**config.mk**
```make
export PLATFORM = sky130hd
export DESIGN_NAME = warp_ibuffer_flat
export DESIGN_NICKNAME = d
export VERILOG_FILES = /design/src/rtl/warp_ibuffer_if.sv /design/src/rtl/warp_ibuffer.sv /design/src/flat_wrapper.sv
export SDC_FILE = /design/constraint.sdc
export NUM_CORES = 1
export LEC_CHECK = 0
export CAP_MARGIN = 20
export CORE_MARGIN = 8
export CORE_UTILIZATION = 55
export CTS_BUF_LIST = sky130_fd_sc_hd__clkbuf_8
export DETAILED_ROUTE_END_ITERATION = 16
export GPL_TIMING_DRIVEN = 0
export PLACE_DENSITY = 0.76
export SETUP_SLACK_MARGIN = 0.3
export SKIP_LAST_GASP = 1
export SLEW_MARGIN = 0
export SYNTH_ARGS = -nofsm -noshare
export SYNTH_HDL_FRONTEND = slang
export SYNTH_SLANG_ARGS = --single-unit
```
**constraint.sdc**
```tcl
create_clock -name clock -period 16.03 [get_ports clock]
set_input_delay 2.4045 -clock clock [delete_from_list [all_inputs] [get_ports clock]]
set_output_delay 2.4045 -clock clock [all_outputs]
set_load 0.1 [all_outputs]
```
**src/rtl/warp_ibuffer_if.sv**
```systemverilog
// Handshake bundle for warp_ibuffer: one enqueue port, per-warp dequeue ports, flush and occupancy.
// master = producer/consumer side, slave = the buffer itself.
interface warp_ibuffer_if #(
  parameter int NUM_WARPS  = 8,
  parameter int DEPTH      = 4,
  parameter int ENTRY_BITS = 64
);
  localparam int WID_BITS = (NUM_WARPS > 1) ? $clog2(NUM_WARPS) : 1;
  localparam int CNT_BITS = $clog2(DEPTH + 1);

  logic                           enq_valid;
  logic                           enq_ready;
  logic [WID_BITS-1:0]            enq_wid;
  logic [ENTRY_BITS-1:0]          enq_data;
  logic [NUM_WARPS-1:0]           deq_ready;
  logic [NUM_WARPS-1:0]           deq_valid;
  logic [NUM_WARPS*ENTRY_BITS-1:0] deq_data;
  logic                           flush_valid;
  logic [WID_BITS-1:0]            flush_wid;
  logic [NUM_WARPS*CNT_BITS-1:0]  count;
  logic                           all_empty;

  modport master (
    output enq_valid, enq_wid, enq_data, deq_ready, flush_valid, flush_wid,
    input  enq_ready, deq_valid, deq_data, count, all_empty
  );

  modport slave (
    input  enq_valid, enq_wid, enq_data, deq_ready, flush_valid, flush_wid,
    output enq_ready, deq_valid, deq_data, count, all_empty
  );
endinterface

```
**src/rtl/warp_ibuffer.sv**
```systemverilog
// Per-warp instruction buffer: NUM_WARPS circular FIFOs, enq->deq latency 1 cycle (0 for an empty warp with WARP_IBUFFER_BYPASS_EN).
// Backpressure: enq_ready drops for a full, same-cycle-flushed or out-of-range warp; each warp dequeues on its own deq_ready.
module warp_ibuffer #(
  parameter int NUM_WARPS  = 8,
  parameter int DEPTH      = 4,
  parameter int ENTRY_BITS = 64
) (
  input  logic           clock,
  input  logic           reset,
  warp_ibuffer_if.slave  bus
);
  localparam int WID_BITS = (NUM_WARPS > 1) ? $clog2(NUM_WARPS) : 1;
  localparam int CNT_BITS = $clog2(DEPTH + 1);
  localparam int PTR_BITS = $clog2(DEPTH);

  logic [PTR_BITS-1:0]   head_q [NUM_WARPS];
  logic [PTR_BITS-1:0]   head_d [NUM_WARPS];
  logic [PTR_BITS-1:0]   tail_q [NUM_WARPS];
  logic [PTR_BITS-1:0]   tail_d [NUM_WARPS];
  logic [CNT_BITS-1:0]   cnt_q  [NUM_WARPS];
  logic [CNT_BITS-1:0]   cnt_d  [NUM_WARPS];
  logic [ENTRY_BITS-1:0] mem_q  [NUM_WARPS][DEPTH];

  logic                  wid_ok;
  logic                  tgt_full;
  logic                  enq_rdy;
  logic                  enq_fire;
  logic [NUM_WARPS-1:0]  enq_sel;
  logic [NUM_WARPS-1:0]  wr_sel;
  logic [NUM_WARPS-1:0]  pop;
  logic [NUM_WARPS-1:0]  flush_sel;
  logic [NUM_WARPS-1:0]  byp;
  logic [NUM_WARPS-1:0]  deq_vld;
  logic [NUM_WARPS*ENTRY_BITS-1:0] deq_dat;
  logic [NUM_WARPS*CNT_BITS-1:0]   cnt_flat;
  logic                  empty_all;

  // Ready depends only on registered counts and the enqueue/flush request, never on deq_ready.
  always_comb begin
    wid_ok   = 32'(bus.enq_wid) < NUM_WARPS;
    tgt_full = 1'b0;
    for (int w = 0; w < NUM_WARPS; w++) begin
      if (bus.enq_wid == WID_BITS'(w)) tgt_full = (cnt_q[w] == CNT_BITS'(DEPTH));
    end
    enq_rdy  = wid_ok && !tgt_full && !(bus.flush_valid && (bus.flush_wid == bus.enq_wid));
    enq_fire = bus.enq_valid && enq_rdy;
  end

  always_comb begin
    empty_all = 1'b1;
    cnt_flat  = '0;
    deq_dat   = '0;
    for (int w = 0; w < NUM_WARPS; w++) begin
      enq_sel[w]   = enq_fire && (bus.enq_wid == WID_BITS'(w));
      flush_sel[w] = bus.flush_valid && (bus.flush_wid == WID_BITS'(w));
`ifdef WARP_IBUFFER_BYPASS_EN
      byp[w]       = enq_sel[w] && (cnt_q[w] == '0) && !flush_sel[w];
`else
      byp[w]       = 1'b0;
`endif
      deq_vld[w]   = (cnt_q[w] != '0) || byp[w];
      pop[w]       = (cnt_q[w] != '0) && bus.deq_ready[w];
      // A bypassed entry taken by the consumer this cycle never lands in storage.
      wr_sel[w]    = enq_sel[w] && !(byp[w] && bus.deq_ready[w]);
      deq_dat[ENTRY_BITS*w +: ENTRY_BITS] = byp[w] ? bus.enq_data : mem_q[w][head_q[w]];

      head_d[w] = head_q[w] + PTR_BITS'(pop[w]);
      tail_d[w] = tail_q[w] + PTR_BITS'(wr_sel[w]);
      cnt_d[w]  = cnt_q[w] + CNT_BITS'(wr_sel[w]) - CNT_BITS'(pop[w]);
      if (flush_sel[w]) begin
        head_d[w] = '0;
        tail_d[w] = '0;
        cnt_d[w]  = '0;
      end

      cnt_flat[CNT_BITS*w +: CNT_BITS] = cnt_q[w];
      if (cnt_q[w] != '0) empty_all = 1'b0;
    end
  end

  always_ff @(posedge clock or posedge reset) begin
    if (reset) begin
      for (int w = 0; w < NUM_WARPS; w++) begin
        head_q[w] <= '0;
        tail_q[w] <= '0;
        cnt_q[w]  <= '0;
      end
    end else begin
      for (int w = 0; w < NUM_WARPS; w++) begin
        head_q[w] <= head_d[w];
        tail_q[w] <= tail_d[w];
        cnt_q[w]  <= cnt_d[w];
      end
    end
  end

  // Payload storage is not reset; validity is carried entirely by the counts.
  always_ff @(posedge clock) begin
    for (int w = 0; w < NUM_WARPS; w++) begin
      if (wr_sel[w]) mem_q[w][tail_q[w]] <= bus.enq_data;
    end
  end

  assign bus.enq_ready = enq_rdy;
  assign bus.deq_valid = deq_vld;
  assign bus.deq_data  = deq_dat;
  assign bus.count     = cnt_flat;
  assign bus.all_empty = empty_all;

endmodule

```
**src/flat_wrapper.sv**
```systemverilog
// flat-port wrapper written by rule: the top's interface ports become plain ports
module warp_ibuffer_flat 
#(
  parameter int NUM_WARPS  = 8,
  parameter int DEPTH      = 4,
  parameter int ENTRY_BITS = 64
)
  (clock, reset, bus_enq_valid, bus_enq_wid, bus_enq_data, bus_deq_ready, bus_flush_valid, bus_flush_wid, bus_enq_ready, bus_deq_valid, bus_deq_data, bus_count, bus_all_empty);
  warp_ibuffer_if #(.NUM_WARPS(NUM_WARPS), .DEPTH(DEPTH), .ENTRY_BITS(ENTRY_BITS)) bus_i ();
  input  logic clock;
  input  logic reset;
  input wire logic [$bits(bus_i.enq_valid)-1:0] bus_enq_valid;
  input wire logic [$bits(bus_i.enq_wid)-1:0] bus_enq_wid;
  input wire logic [$bits(bus_i.enq_data)-1:0] bus_enq_data;
  input wire logic [$bits(bus_i.deq_ready)-1:0] bus_deq_ready;
  input wire logic [$bits(bus_i.flush_valid)-1:0] bus_flush_valid;
  input wire logic [$bits(bus_i.flush_wid)-1:0] bus_flush_wid;
  output wire logic [$bits(bus_i.enq_ready)-1:0] bus_enq_ready;
  output wire logic [$bits(bus_i.deq_valid)-1:0] bus_deq_valid;
  output wire logic [$bits(bus_i.deq_data)-1:0] bus_deq_data;
  output wire logic [$bits(bus_i.count)-1:0] bus_count;
  output wire logic [$bits(bus_i.all_empty)-1:0] bus_all_empty;
  assign bus_i.enq_valid = bus_enq_valid;
  assign bus_i.enq_wid = bus_enq_wid;
  assign bus_i.enq_data = bus_enq_data;
  assign bus_i.deq_ready = bus_deq_ready;
  assign bus_i.flush_valid = bus_flush_valid;
  assign bus_i.flush_wid = bus_flush_wid;
  assign bus_enq_ready = bus_i.enq_ready;
  assign bus_deq_valid = bus_i.deq_valid;
  assign bus_deq_data = bus_i.deq_data;
  assign bus_count = bus_i.count;
  assign bus_all_empty = bus_i.all_empty;
  warp_ibuffer #(.NUM_WARPS(NUM_WARPS), .DEPTH(DEPTH), .ENTRY_BITS(ENTRY_BITS)) u_core (.clock(clock), .reset(reset), .bus(bus_i));
endmodule
```
Word level (Yosys, flattened, before mapping). Memory sizes are Yosys's and may differ from the RTL's. Index checks and enable logic that the tools add are counted.

Flip-flop bits (word level): 56. Memory bits (writable): 2048. Input port bits: 82. Output and inout port bits: 546. Memories: 1.

Memory list: u_core.mem_q (depth 8, bits a word 256, read ports 8, clocked after Yosys merged registers in 0, wr ports 1, RTL line warp_ibuffer.sv:22) `logic [ENTRY_BITS-1:0] mem_q [NUM_WARPS][DEPTH];`.

Add/sub/neg operators: 32. $lt $le $gt $ge: 24. Equal/unequal tests: 23. Multiplexer cells: 117. Bitwise logic cells: 16. Reduce and logical (&&, ||, !) cells: 54.

Operator list (count): 256-bit 2-to-1 mux (22); 256-bit OR reduction (7); 64-bit 2-to-1 mux (24); 64-bit binary-select mux with 2-bit select (8); 64-bit demux with 2-bit select (8); 3-bit == test, second input constant (16); 3-bit >= comparator, second input constant (16); 2-bit inverter with 3-bit output (16); 3-bit 2-to-1 mux (15); 1-bit logical AND (35); 2-bit by 1-bit adder with 2-bit output (16); 2-bit 2-to-1 mux (16); 3-bit by 1-bit adder with 3-bit output (8); 3-bit by 1-bit less-than comparator with 1-bit output, second input constant (8); 1-bit 2-to-1 mux (24); 3-bit nonzero test (8); 3-bit by 1-bit subtractor with 3-bit output (8); 3-bit by 2-bit == test with 1-bit output, second input constant (4); 3-bit by 1-bit == test with 1-bit output, second input constant (2); 3-bit zero test (2); 3-bit == test (1); 1-bit zero test (2).

Logic depth before layout (Yosys ltp).
Depth after elaboration: 23. Depth in mapped cells: 13.

Worst setup path after synthesis. No wires, ideal clock.

Kind: in2reg. From: in bus_enq_wid[1]. To: mem u_core.mem_q[0][576] in the netlist's numbering, enable pin. Setup time: 0.666 ns. Arrival time: 9.900 ns. Setup slack: 5.464 ns. Stages on the path: 7. Path buffers: 2. Path through: buf_2 xnor2_1 and4_4 buf_6 nor2b_4 nand3_1 nor4b_1.

Word-level cells in the longest chain between the ends: 23. Elaborated cells on any way between the ends: 67. Classes of those cells: eq/ne (8); mux (38); reduce/logical (21).

Ends and longest elaborated chain: start, declared (RTL line flat_wrapper.sv:13) `input wire logic [$bits(bus_i.enq_wid)-1:0] bus_enq_wid;`; 3-bit zero test (RTL line warp_ibuffer.sv:43, warp_ibuffer.sv:54); 1-bit 2-to-1 mux (8 in a row) (RTL line warp_ibuffer.sv:43) `if (bus.enq_wid == WID_BITS'(w)) tgt_full = (cnt_q[w] == CNT_BITS'(DEPTH));`; 1-bit zero test (RTL line warp_ibuffer.sv:45) `enq_rdy = wid_ok && !tgt_full && !(bus.flush_valid && (bus.flush_wid == bus.enq_wid));`; 1-bit logical AND (RTL line warp_ibuffer.sv:45); 1-bit logical AND (RTL line warp_ibuffer.sv:46) `enq_fire = bus.enq_valid && enq_rdy;`; 1-bit logical AND (RTL line warp_ibuffer.sv:54) `enq_sel[w] = enq_fire && (bus.enq_wid == WID_BITS'(w));`; 1-bit 2-to-1 mux (RTL line warp_ibuffer.sv:100) `if (wr_sel[w]) mem_q[w][tail_q[w]] <= bus.enq_data;`; 256-bit 2-to-1 mux (implied by the code) (RTL line warp_ibuffer.sv:100); 256-bit OR reduction (no source line); 3-bit 2-to-1 mux (no source line) or 256-bit 2-to-1 mux (tied branches) (7 in a row); end, declared (RTL line warp_ibuffer.sv:22).

Several ways; a longest one is shown, not always the timed one.

Worst setup path after layout.
From: in bus_enq_wid[0]. To: out bus_enq_ready.

Word-level cells in the longest chain between the ends: 11. Elaborated cells on any way between the ends: 21. Classes of those cells: eq/ne (8); mux (8); reduce/logical (5).

Ends and longest elaborated chain: 3-bit zero test (RTL line warp_ibuffer.sv:43); 1-bit 2-to-1 mux (8 in a row) (RTL line warp_ibuffer.sv:43); 1-bit zero test (RTL line warp_ibuffer.sv:45); 1-bit logical AND * (RTL line warp_ibuffer.sv:45); end, declared (RTL line flat_wrapper.sv:18) `output wire logic [$bits(bus_i.enq_ready)-1:0] bus_enq_ready;`.

Every way passes the cells marked *; elsewhere a longest branch is shown, timed or not.

==> impl_metrics.py <==
metrics = {
    "outcome": {
        "status": "finished clean",
    },
    "clocking": {
        "cts_tree": "built",
        "ctsResizeCount": 0,
        "hold_buffers": 0,
        "clock-sinks": 2104,
        "clk_path_buf_depth": 4,
        "cts_made_buffers": 338,
        "clkTransAtPathRegs_ns": 0.05,
        "clock_latency_ns": 1.04,
        "postCtsSetupBuffers": 0,
        "cts-htree-levels": 5,
        "root_buffer": "clkbuf_8",
    },
    "setup_path": {
        "startpoint": "bus_enq_wid[0]",
        "cp.arrival_ns": 5.68,
        "startpoint_type": "primary input",
        "path_class": "primary input to output port",
        "r2r_slack_ns": 12.01,
        "r2r_start": "u_core.bus.count[22]$_DFF_PP0_",
        "crit_path_end_kind": "output port",
        "required_ns": 13.63,
        "critical_path_peak_fanout": 10,
    },
    "synth": {
        "async_reset_ff_share_pct": 2.66,
        "synth-seq-area-share_pct": 81.6,
        "synth_area_um2": 77100,
        "synth_edf_count": 2048,
        "synth_top_cell_area_share_pct": 79.8,
        "synth_top_flop_cell": "edfxtp_1",
        "synth_nets": 3153,
        "ys_ff_latch": 2104,
        "synthDistinctLibCells": 42,
        "syn_inst": 3031,
        "yosys_warnings": 0,
        "synth.top_cells.by_area": "edfxtp_1, mux4_2, dfrtp_1",
        "avgSynthCellArea_um2": 25.4,
        "yosys.area.top_type": "edfxtp_1",
    },
    "sta": {
        "setup_viol": 0,
        "fin_skew_ns": 0.0782,
        "min_period_over_period_pct": 50.5,
        "worst_pin_slew_ns": 1.22,
        "fmax_mhz": 124,
        "min_period_ns": 8.09,
        "holdWs_ns": 0.597,
        "hold_viol_final": 0,
        "relSlewSlack_pct": 18.1,
        "drv_slew": 0,
        "rsz0062_at_grt": "no",
    },
    "global_routing": {
        "overflow": 0,
        "antenna_found_initial": 10,
        "grt_max_degree": 44,
        "grt_pass1_wl_um": 283000,
        "grt_usage_pct": 26.3,
        "grt_pass1_vias": 39000,
    },
    "detailed_routing": {
        "viasPerCell": 5.94,
        "ant_nets": 0,
        "drcViolationCount": 0,
        "wl_per_cell_um": 31.7,
        "vias": 38500,
        "first_pass_iters": 5,
        "drt_iter0_drc": 4403,
        "routed_wl_um": 206000,
    },
    "worst_hold_path": {
        "hold_path.class": "register to register",
        "hp-start": "u_core.head_q[0]$_DFF_PP0_",
    },
    "layout": {
        "nNetsFinal": 4484,
        "mostFrequentLayoutCells": "edfxtp_1, clkdlybuf4s50_1, mux4_2, clkbuf_8",
        "final_util_pct": 69.1,
        "final_common_cell": "edfxtp_1",
        "drive_above_1_share_pct": 29.9,
        "area_delta_synth_final_pct": 25.0,
    },
    "floorplan": {
        "die_area_um2": 152000,
        "core_um2": 139000,
        "die_h_um": 390,
        "io_pins": 628,
        "start_util_pct": 55.3,
        "rows": 137,
        "die_w_um": 390,
    },
    "placed_design": {
        "io_buffers": 625,
        "gp_congestion": 0.793,
        "hpwl_um": 143000,
    },
    "job": {
        "maxCapViolations": 0,
    },
}
[worst paths after layout]
path                                                   to  cells after the start
max reg2reg                u_core.mem_q[0][617]$_DFFE_PP_                     12
min reg2reg                    u_core.head_q[0]$_DFF_PP0_                      2
max in group asynchronous      u_core.head_q[6]$_DFF_PP0_                      3
min in group asynchronous   u_core.bus.count[8]$_DFF_PP0_                      2
max                                         bus_enq_ready                      7
min                            u_core.head_q[0]$_DFF_PP0_                      2
[layout make-up]
| type | count | area [um2] |
|---|---|---|
| Tap cell | 1876 | 2350 |
| Inverter | 33 | 124 |
| Multi-Input combinational cell | 774 | 13700 |
| Clock buffer | 349 | 4800 |
| Sequential cell | 2104 | 62900 |
| Antenna cell | 5 | 12.5 |
| Timing Repair Buffer | 991 | 10800 |
| Buffer | 120 | 559 |
| Fill cell | 8198 | 43000 |
| Clock inverter | 236 | 1100 |
[per-stage QoR]
stage | area, um2 | setup slack (ns) | instances | setup TNS [ns]
after global routing | 96300 | 7.84 | 6484 | 0
after detailed placement | 89100 | 8.01 | 5839 | 0
final | 96400 | 7.94 | 6488 | 0
after CTS | 95000 | 7.99 | 6424 | 0
after global placement | 85700 | -3.35 | 5532 | -2084.58
after floorplan | 77100 | 5.46 | 3031 | 0
[worst max-delay path, cell delays in order]
cell             delay (ns)
clkdlybuf4s50_1        0.47
buf_2                  0.23
o41ai_1                0.58
a2bb2oi_2              0.52
buf_2                  0.36
nor2_1                 0.12
clkdlybuf4s50_1        0.98
[state kept, by name (all words and copies together) (netlist names)]
register / count
u_core.mem_q: 2048
u_core.tail_q: 16
u_core.bus.count: 24
u_core.head_q: 16
[layer usage]
| layer | track usage, % | part of all wire, % |
|---|---|---|
| met1 | 35.1 | 37 |
| met2 | 41.1 | 48 |
| met3 | 9.23 | 11 |
| met4 | 8.88 | 3.3 |
| met5 | 0 | 0.010 |
[cell families (layout without fill, tap and decap cells)]
logic type      after synthesis  in the layout  synth area share [%]
flops                      2104           2104                  81.6
mux                         512            512                  15.0
simple gates                183            183                  1.39
buf+inv                     153           1729                 0.877
fa+ha+maj                    40             40                 0.727
xor+xnor                     35             35                 0.398
compound gates                4              4                0.0503
other cells                   0              5                     0
[Yosys cell counts, types with 14 or more instances]
| cell type | count |
|---|---|
| inv_1 | 32 |
| nand2_1 | 15 |
| mux4_2 | 512 |
| ha_1 | 32 |
| clkbuf_1 | 46 |
| and2_1 | 18 |
| nor2b_1 | 23 |
| edfxtp_1 | 2048 |
| nor3_1 | 14 |
| xnor2_1 | 32 |
| dfrtp_1 | 56 |
| nor2_1 | 47 |
| buf_2 | 60 |
Power is left out: the tool's default activity adds up to more than one toggle a clock period on the data nets, which glitch-free logic cannot reach.
